## src/rtl/stopwatch_ctrl.sv

```systemverilog
// Stopwatch control and counting core.
// Sequences IDLE/RUN/LAP/PAUSE from debounced button pulses, prescales the
// divider tick into one-second steps and keeps an MM:SS BCD count.
// Ports:
//   clk        system clock
//   rst        synchronous active-high reset
//   tick       one-cycle divider enable, counted only in RUN or LAP
//   btn_ss     start/stop pulse
//   btn_lc     lap/clear pulse
//   disp_bcd   registered {min_tens, min_ones, sec_tens, sec_ones}
//   running    high in RUN and LAP
//   lap_active high in LAP, while the display is frozen
//   wrap       one-cycle pulse after the count rolls over to 00:00
module stopwatch_ctrl #(
  parameter int unsigned TICKS_PER_COUNT = 100,
  parameter int unsigned MAX_MIN_TENS    = 5
) (
  input  logic        clk,
  input  logic        rst,
  input  logic        tick,
  input  logic        btn_ss,
  input  logic        btn_lc,
  output logic [15:0] disp_bcd,
  output logic        running,
  output logic        lap_active,
  output logic        wrap
);

  localparam int unsigned PRESC_W = 10;

  typedef enum logic [1:0] {
    ST_IDLE  = 2'd0,
    ST_RUN   = 2'd1,
    ST_LAP   = 2'd2,
    ST_PAUSE = 2'd3
  } state_t;

  state_t               r_state;
  state_t               w_next_state;
  logic [PRESC_W-1:0]   r_presc;
  logic [3:0]           r_sec_ones;
  logic [3:0]           r_sec_tens;
  logic [3:0]           r_min_ones;
  logic [3:0]           r_min_tens;
  logic [15:0]          r_disp;
  logic                 r_running;
  logic                 r_lap_active;
  logic                 r_wrap;
  logic                 w_cnt_en;
  logic                 w_presc_done;
  logic                 w_at_max;
  logic                 w_clear;

  // State register.
  always_ff @(posedge clk) begin
    if (rst) r_state <= ST_IDLE;
    else     r_state <= w_next_state;
  end

  // Next-state and datapath strobes; btn_ss has priority over btn_lc.
  always_comb begin
    w_next_state = r_state;
    w_clear      = 1'b0;
    w_cnt_en     = tick && ((r_state == ST_RUN) || (r_state == ST_LAP));
    w_presc_done = (r_presc == PRESC_W'(TICKS_PER_COUNT - 1));
    w_at_max     = (r_min_tens == 4'(MAX_MIN_TENS)) && (r_min_ones == 4'd9) &&
                   (r_sec_tens == 4'd5) && (r_sec_ones == 4'd9);
    case (r_state)
      ST_IDLE: begin
        if (btn_ss) w_next_state = ST_RUN;
      end
      ST_RUN: begin
        if (btn_ss)      w_next_state = ST_PAUSE;
        else if (btn_lc) w_next_state = ST_LAP;
      end
      ST_LAP: begin
        if (btn_ss)      w_next_state = ST_PAUSE;
        else if (btn_lc) w_next_state = ST_RUN;
      end
      ST_PAUSE: begin
        if (btn_ss) w_next_state = ST_RUN;
        else if (btn_lc) begin
          w_next_state = ST_IDLE;
          w_clear      = 1'b1;
        end
      end
      default: w_next_state = ST_IDLE;
    endcase
  end

  // Prescaler, cascaded BCD count, display capture and status flags.
  always_ff @(posedge clk) begin
    if (rst) begin
      r_presc      <= '0;
      r_sec_ones   <= '0;
      r_sec_tens   <= '0;
      r_min_ones   <= '0;
      r_min_tens   <= '0;
      r_disp       <= '0;
      r_running    <= 1'b0;
      r_lap_active <= 1'b0;
      r_wrap       <= 1'b0;
    end else begin
      r_running    <= (w_next_state == ST_RUN) || (w_next_state == ST_LAP);
      r_lap_active <= (w_next_state == ST_LAP);
      r_wrap       <= w_cnt_en && w_presc_done && w_at_max;

      if (w_clear) begin
        r_presc    <= '0;
        r_sec_ones <= '0;
        r_sec_tens <= '0;
        r_min_ones <= '0;
        r_min_tens <= '0;
      end else if (w_cnt_en) begin
        if (w_presc_done) begin
          r_presc <= '0;
          if (r_sec_ones == 4'd9) begin
            r_sec_ones <= '0;
            if (r_sec_tens == 4'd5) begin
              r_sec_tens <= '0;
              if (r_min_ones == 4'd9) begin
                r_min_ones <= '0;
                if (r_min_tens == 4'(MAX_MIN_TENS)) r_min_tens <= '0;
                else                                r_min_tens <= r_min_tens + 4'd1;
              end else begin
                r_min_ones <= r_min_ones + 4'd1;
              end
            end else begin
              r_sec_tens <= r_sec_tens + 4'd1;
            end
          end else begin
            r_sec_ones <= r_sec_ones + 4'd1;
          end
        end else begin
          r_presc <= r_presc + PRESC_W'(1);
        end
      end

      // Frozen while in LAP; the RUN->LAP edge itself captures the live count.
      if (r_state != ST_LAP)
        r_disp <= {r_min_tens, r_min_ones, r_sec_tens, r_sec_ones};
    end
  end

  assign disp_bcd   = r_disp;
  assign running    = r_running;
  assign lap_active = r_lap_active;
  assign wrap       = r_wrap;

endmodule

```

## config.mk

```make
export PLATFORM = sky130hd
export DESIGN_NAME = stopwatch_ctrl
export DESIGN_NICKNAME = d
export VERILOG_FILES = /design/src/rtl/stopwatch_ctrl.sv
export SDC_FILE = /design/constraint.sdc
export NUM_CORES = 1
export LEC_CHECK = 0
export ABC_AREA = 1
export BUFFER_PORTS_ARGS = -buffer_cell sky130_fd_sc_hd__buf_2
export CORE_MARGIN = 8
export CORE_UTILIZATION = 39
export DETAILED_ROUTE_END_ITERATION = 8
export PLACE_DENSITY = 0.63
export SLEW_MARGIN = 40
export SYNTH_ARGS = -nofsm -noshare
export SYNTH_HDL_FRONTEND = slang
export SYNTH_SLANG_ARGS = --single-unit
```

## constraint.sdc

```tcl
create_clock -name clk -period 2.1 [get_ports clk]
set_input_delay 0.105 -clock clk [delete_from_list [all_inputs] [get_ports clk]]
set_output_delay 0.105 -clock clk [all_outputs]
set_load 0.005 [all_outputs]
```

## After elaboration in Yosys (flattened, before gate mapping)

Index checks and enable logic that the tools add are counted.

| word-level totals | value |
|---|---|
| bits in registers | 47 |
| input port bits | 5 |
| output and inout port bits | 19 |
| word-level logic and storage cells | 56 |

| cells by class | value |
|---|---|
| equal/unequal tests | 11 |
| mux-type cells | 16 |
| $add $sub $neg | 5 |
| reductions and logical operators | 14 |

Operator list:

| operator | number |
|---|---|
| adder 4 x 1 -> 4 bit (second input constant) | 4 |
| 2-to-1 mux 4 bit | 4 |
| 2-to-1 mux 2 bit | 7 |
| adder 10 x 1 -> 10 bit (second input constant) | 1 |
| equality test 10 x 7 -> 1 bit (second input constant) | 1 |
| 2-to-1 mux 10 bit | 1 |
| equality test 4 x 3 -> 1 bit (second input constant) | 2 |
| equality test 4 bit (second input constant) | 2 |
| one-hot mux 2 bit (4 select lines) | 1 |
| equality test 2 bit (second input constant) | 3 |
| logical AND 1 bit | 6 |
| AND reduction 5 bit | 1 |
| equality test 2 x 1 -> 1 bit (second input constant) | 2 |
| AND reduction 4 bit | 1 |
| 2-to-1 mux 1 bit | 3 |
| AND reduction 3 bit | 1 |
| zero test 2 bit | 1 |
| logical OR 1 bit | 2 |
| != test 2 bit (second input constant) | 1 |
| AND reduction 2 bit | 1 |
| OR reduction 2 bit | 1 |

## Longest topological paths before layout

| logic depth | value |
|---|---|
| word-level depth | 5 |
| mapped depth | 10 |
| depth with buffers taken out | 10 |

## Worst setup path after synthesis

OpenSTA, ideal clock, no wires.

| path | value |
|---|---|
| path kind | reg2reg |
| start point | reg r_state[1] |
| end point | reg r_sec_ones[1] |
| path buffers | 0 |
| arrival | 1.462 ns |
| path slack | 0.516 ns |
| period minus slack after synthesis | 1.584 ns |
| required time | 1.977 ns |
| setup time | 0.123 ns |
| stages on the path, launching flop included | 10 |
| path through | dfxtp_1 -> inv_1 -> ha_1 -> nand2_1 -> nor2_2 -> nand2_4 -> nand2_1 -> o21ai_0 -> nand2_1 -> o21ai_0 |

| on the way | value |
|---|---|
| cells in the longest elaborated chain, start to end | 4 |
| elaborated cells between the ends (all ways) | 8 |
| those cells by class | 3 x eq/ne; 1 x mux; 4 x reduce/logical |

Ends and longest elaborated chain:

| what | RTL line | source |
|---|---|---|
| start, declared | 38 | `state_t r_state;` |
| start signal, assigned | 57 | `else r_state <= w_next_state;` |
| equality test 2 x 1 -> 1 bit / equality test 2 bit (equally long branches) | 64 | `w_cnt_en = tick && ((r_state == ST_RUN) \|\| (r_state == ST_LAP));` |
| logical OR 1 bit | 64 |  |
| logical AND 1 bit | 64 |  |
| AND reduction 2 bit (no line) | - |  |
| end signal, assigned | 132 | `r_sec_ones <= r_sec_ones + 4'd1;` |
| end, declared | 41 | `logic [3:0] r_sec_ones;` |

Parallel ways exist; a longest one is shown, timed or not.
A chain may end at the register's enable or synchronous reset.

## Final worst setup path

Same ends and word-level chain as after synthesis.

==> reports/results.tsv <==
metric	value	unit
status	complete, no violations	
Fmax	550.2	MHz
initial antenna violation count	0	
dpl cell area	2371	µm²
vias post-DR	1859	
pre-CTS WS	0.3047	ns
Area Overhead vs Synth	15.17	%
hpwl dp	3297	µm
Hold Path Class	in2reg	
MaxCap Viol Count	0	
fin crit share	86.55	%
Yosys Warn Count	0	
DRC errors left	0	
CTS tree	done	
Final Cell Area	2489	µm²
total power	1.681	mW
CP endpoint kind	flop	
placed cells	385	
Setup Fix Bufs, Post-CTS	0	
Die Wd	90.44	µm
grt total ovfl	0	
ordered list of cells on the worst path	inv_1, ha_1, nand2_1, nor2_2, nand2_4, nand2_1, o21ai_0, nand2_1, o21ai_0	
Die Area	8178	µm²
Initial Utilization	39.73	%
Sink Count	47	
# port buffers	23	
Final setup violation count	0	
nets	331	
WHS	0.04691	ns
Mapped Nets	303	
antenna-violating nets left	0	
insertion delay to the later sink of the worst-skew pair	0.30	ns
final worst slack	0.2825	ns
post-route insts no fill	393	
fin. max-slew vios	0	
largest net degree at the start of global routing	30	
Avg Cell Area, Syn	7.400	µm²
flops & latches, synth	47	
first-pass GRT wire length	7941	µm
CP arrival	2.00	ns
total wire length	4264	µm
Detailed Routing Iterations Pass 1	4	
Final Wtd Congestion	0.8568	
RSZ-0062 raised after global routing	false	
chip height	90.44	µm
H-tree depth	2	
GR Util All Layers	11.33	%
# diodes	0	
IO Pins	24	
final core occ	45.76	%
most frequent cells in the layout	nand2_1, dfxtp_1, inv_1, nor2_1, a21oi_1	
Hold-fix buffers, CTS	0	
most frequent CP cell	nand2_1	
part of the Yosys area used for sequential elements	43.54	%
skew final	0.01266	ns
post-synth cell types	31	
measured slew at the worst slew-check pin	0.3200	ns
Clk pin slew, worst setup/hold paths	0.08	ns
vias in the first global route	1830	
Sum Neg Setup Slack	0	ns
Leakage	1.131	nW
drt wl/cell	10.85	µm
peak fanout along the critical path	7	
post_cts resized	0	
Slew HR	78.60	%
initial DRC count	101	
minimum clock period	1.818	ns
core area	5439	µm²
Critical Path RT	2.28	ns
CTS buffer count	5	
slowest CP cell	dfxtp_1	
Peak supply drop	280.1	µV
Clock Tree Root	clkbuf_8	
Synth Instances	292	
pwr/cell area	675.6	nW/µm²
crit path kind	reg2reg	
Final Hold Fails	0	
Max stage delay on crit path	0.39	ns
number of synthesized flops with an enable pin	0	
post-synthesis async set-or-reset flop share	0	%
Mapped Area	2161	µm²
Top FF cell, synth	dfxtp_1	
row count	27	
vias per cell	4.730	
clk buf depth	2	
layout cells sized above 1	16.20	%
CP Launch Type	flop	
==> power breakdown <==
group	internal (mW)	switching, mW	total, mW
logic	0.0372	0.0621	0.0993
clock network	0.385	0.286	0.671
registers	0.904	0.00747	0.911
==> synth_stat cells, types with 4 or more instances <==
| cell | instances | area [µm²] |
|---|---|---|
| dfxtp_1 | 47 | 940.9 |
| nand2_1 | 47 | 176.4 |
| inv_1 | 39 | 146.4 |
| nor2_1 | 38 | 142.6 |
| a21oi_1 | 27 | 135.1 |
| o21ai_0 | 26 | 130.1 |
| nand3_1 | 18 | 90.09 |
| ha_1 | 6 | 75.07 |
| nor2_2 | 5 | 31.28 |
| clkbuf_1 | 4 | 15.01 |
| nor3_1 | 4 | 20.02 |
| xor2_1 | 4 | 35.03 |
==> worst max-delay path: cells and delay by family (launching register included) <==
family                     cells  cell delay (ns)
DFF                            1             0.39
and+or+nand+nor                5             0.75
AOI/OAI and AO/OA              2             0.22
buffers and inverters          1             0.08
adders and majority gates      1             0.27
==> layer usage <==
metal	global-route usage, %	share of wire (%)
met5	0	0
met3	2.577	3.5
met2	19.69	48
met1	13.07	47
met4	4.577	1.4
==> worst paths after layout <==
path / slack [ns] / start / end / depth (start not counted)
min reg2reg: 0.47 / r_presc[6] / r_presc[6] / 1
max: 0.28 / r_state[1] / r_sec_ones[1] / 9
min: 0.05 / rst / lap_active / 2
max reg2reg: 0.28 / r_state[1] / r_sec_ones[1] / 9
==> logic make-up after synthesis <==
group | share of synthesized area, %
and+or+nand+nor | 28.14
adders and majority gates | 3.474
AOI/OAI and AO/OA | 14.94
DFF | 43.54
buffers and inverters | 8.280
xor gates and xnor gates | 1.621
==> layout make-up <==
class / count / area, µm²
Clock buffer: 6 / 82.58
Sequential cell: 47 / 940.9
Multi-Input combinational cell: 198 / 1041
Timing Repair Buffer: 27 / 145.1
Inverter: 41 / 153.9
Tap cell: 72 / 90.09
Fill cell: 561 / 2950
Clock inverter: 2 / 35.03
==> flip-flops by register name (all words and copies together), names as in the netlist <==
| register | cells |
|---|---|
| wrap | 1 |
| r_min_tens | 4 |
| disp_bcd | 16 |
| r_min_ones | 4 |
| running | 1 |
| r_presc | 10 |
| r_sec_ones | 4 |
| r_sec_tens | 4 |
| r_state | 2 |
| lap_active | 1 |
Power figures use the tool's default switching activity.
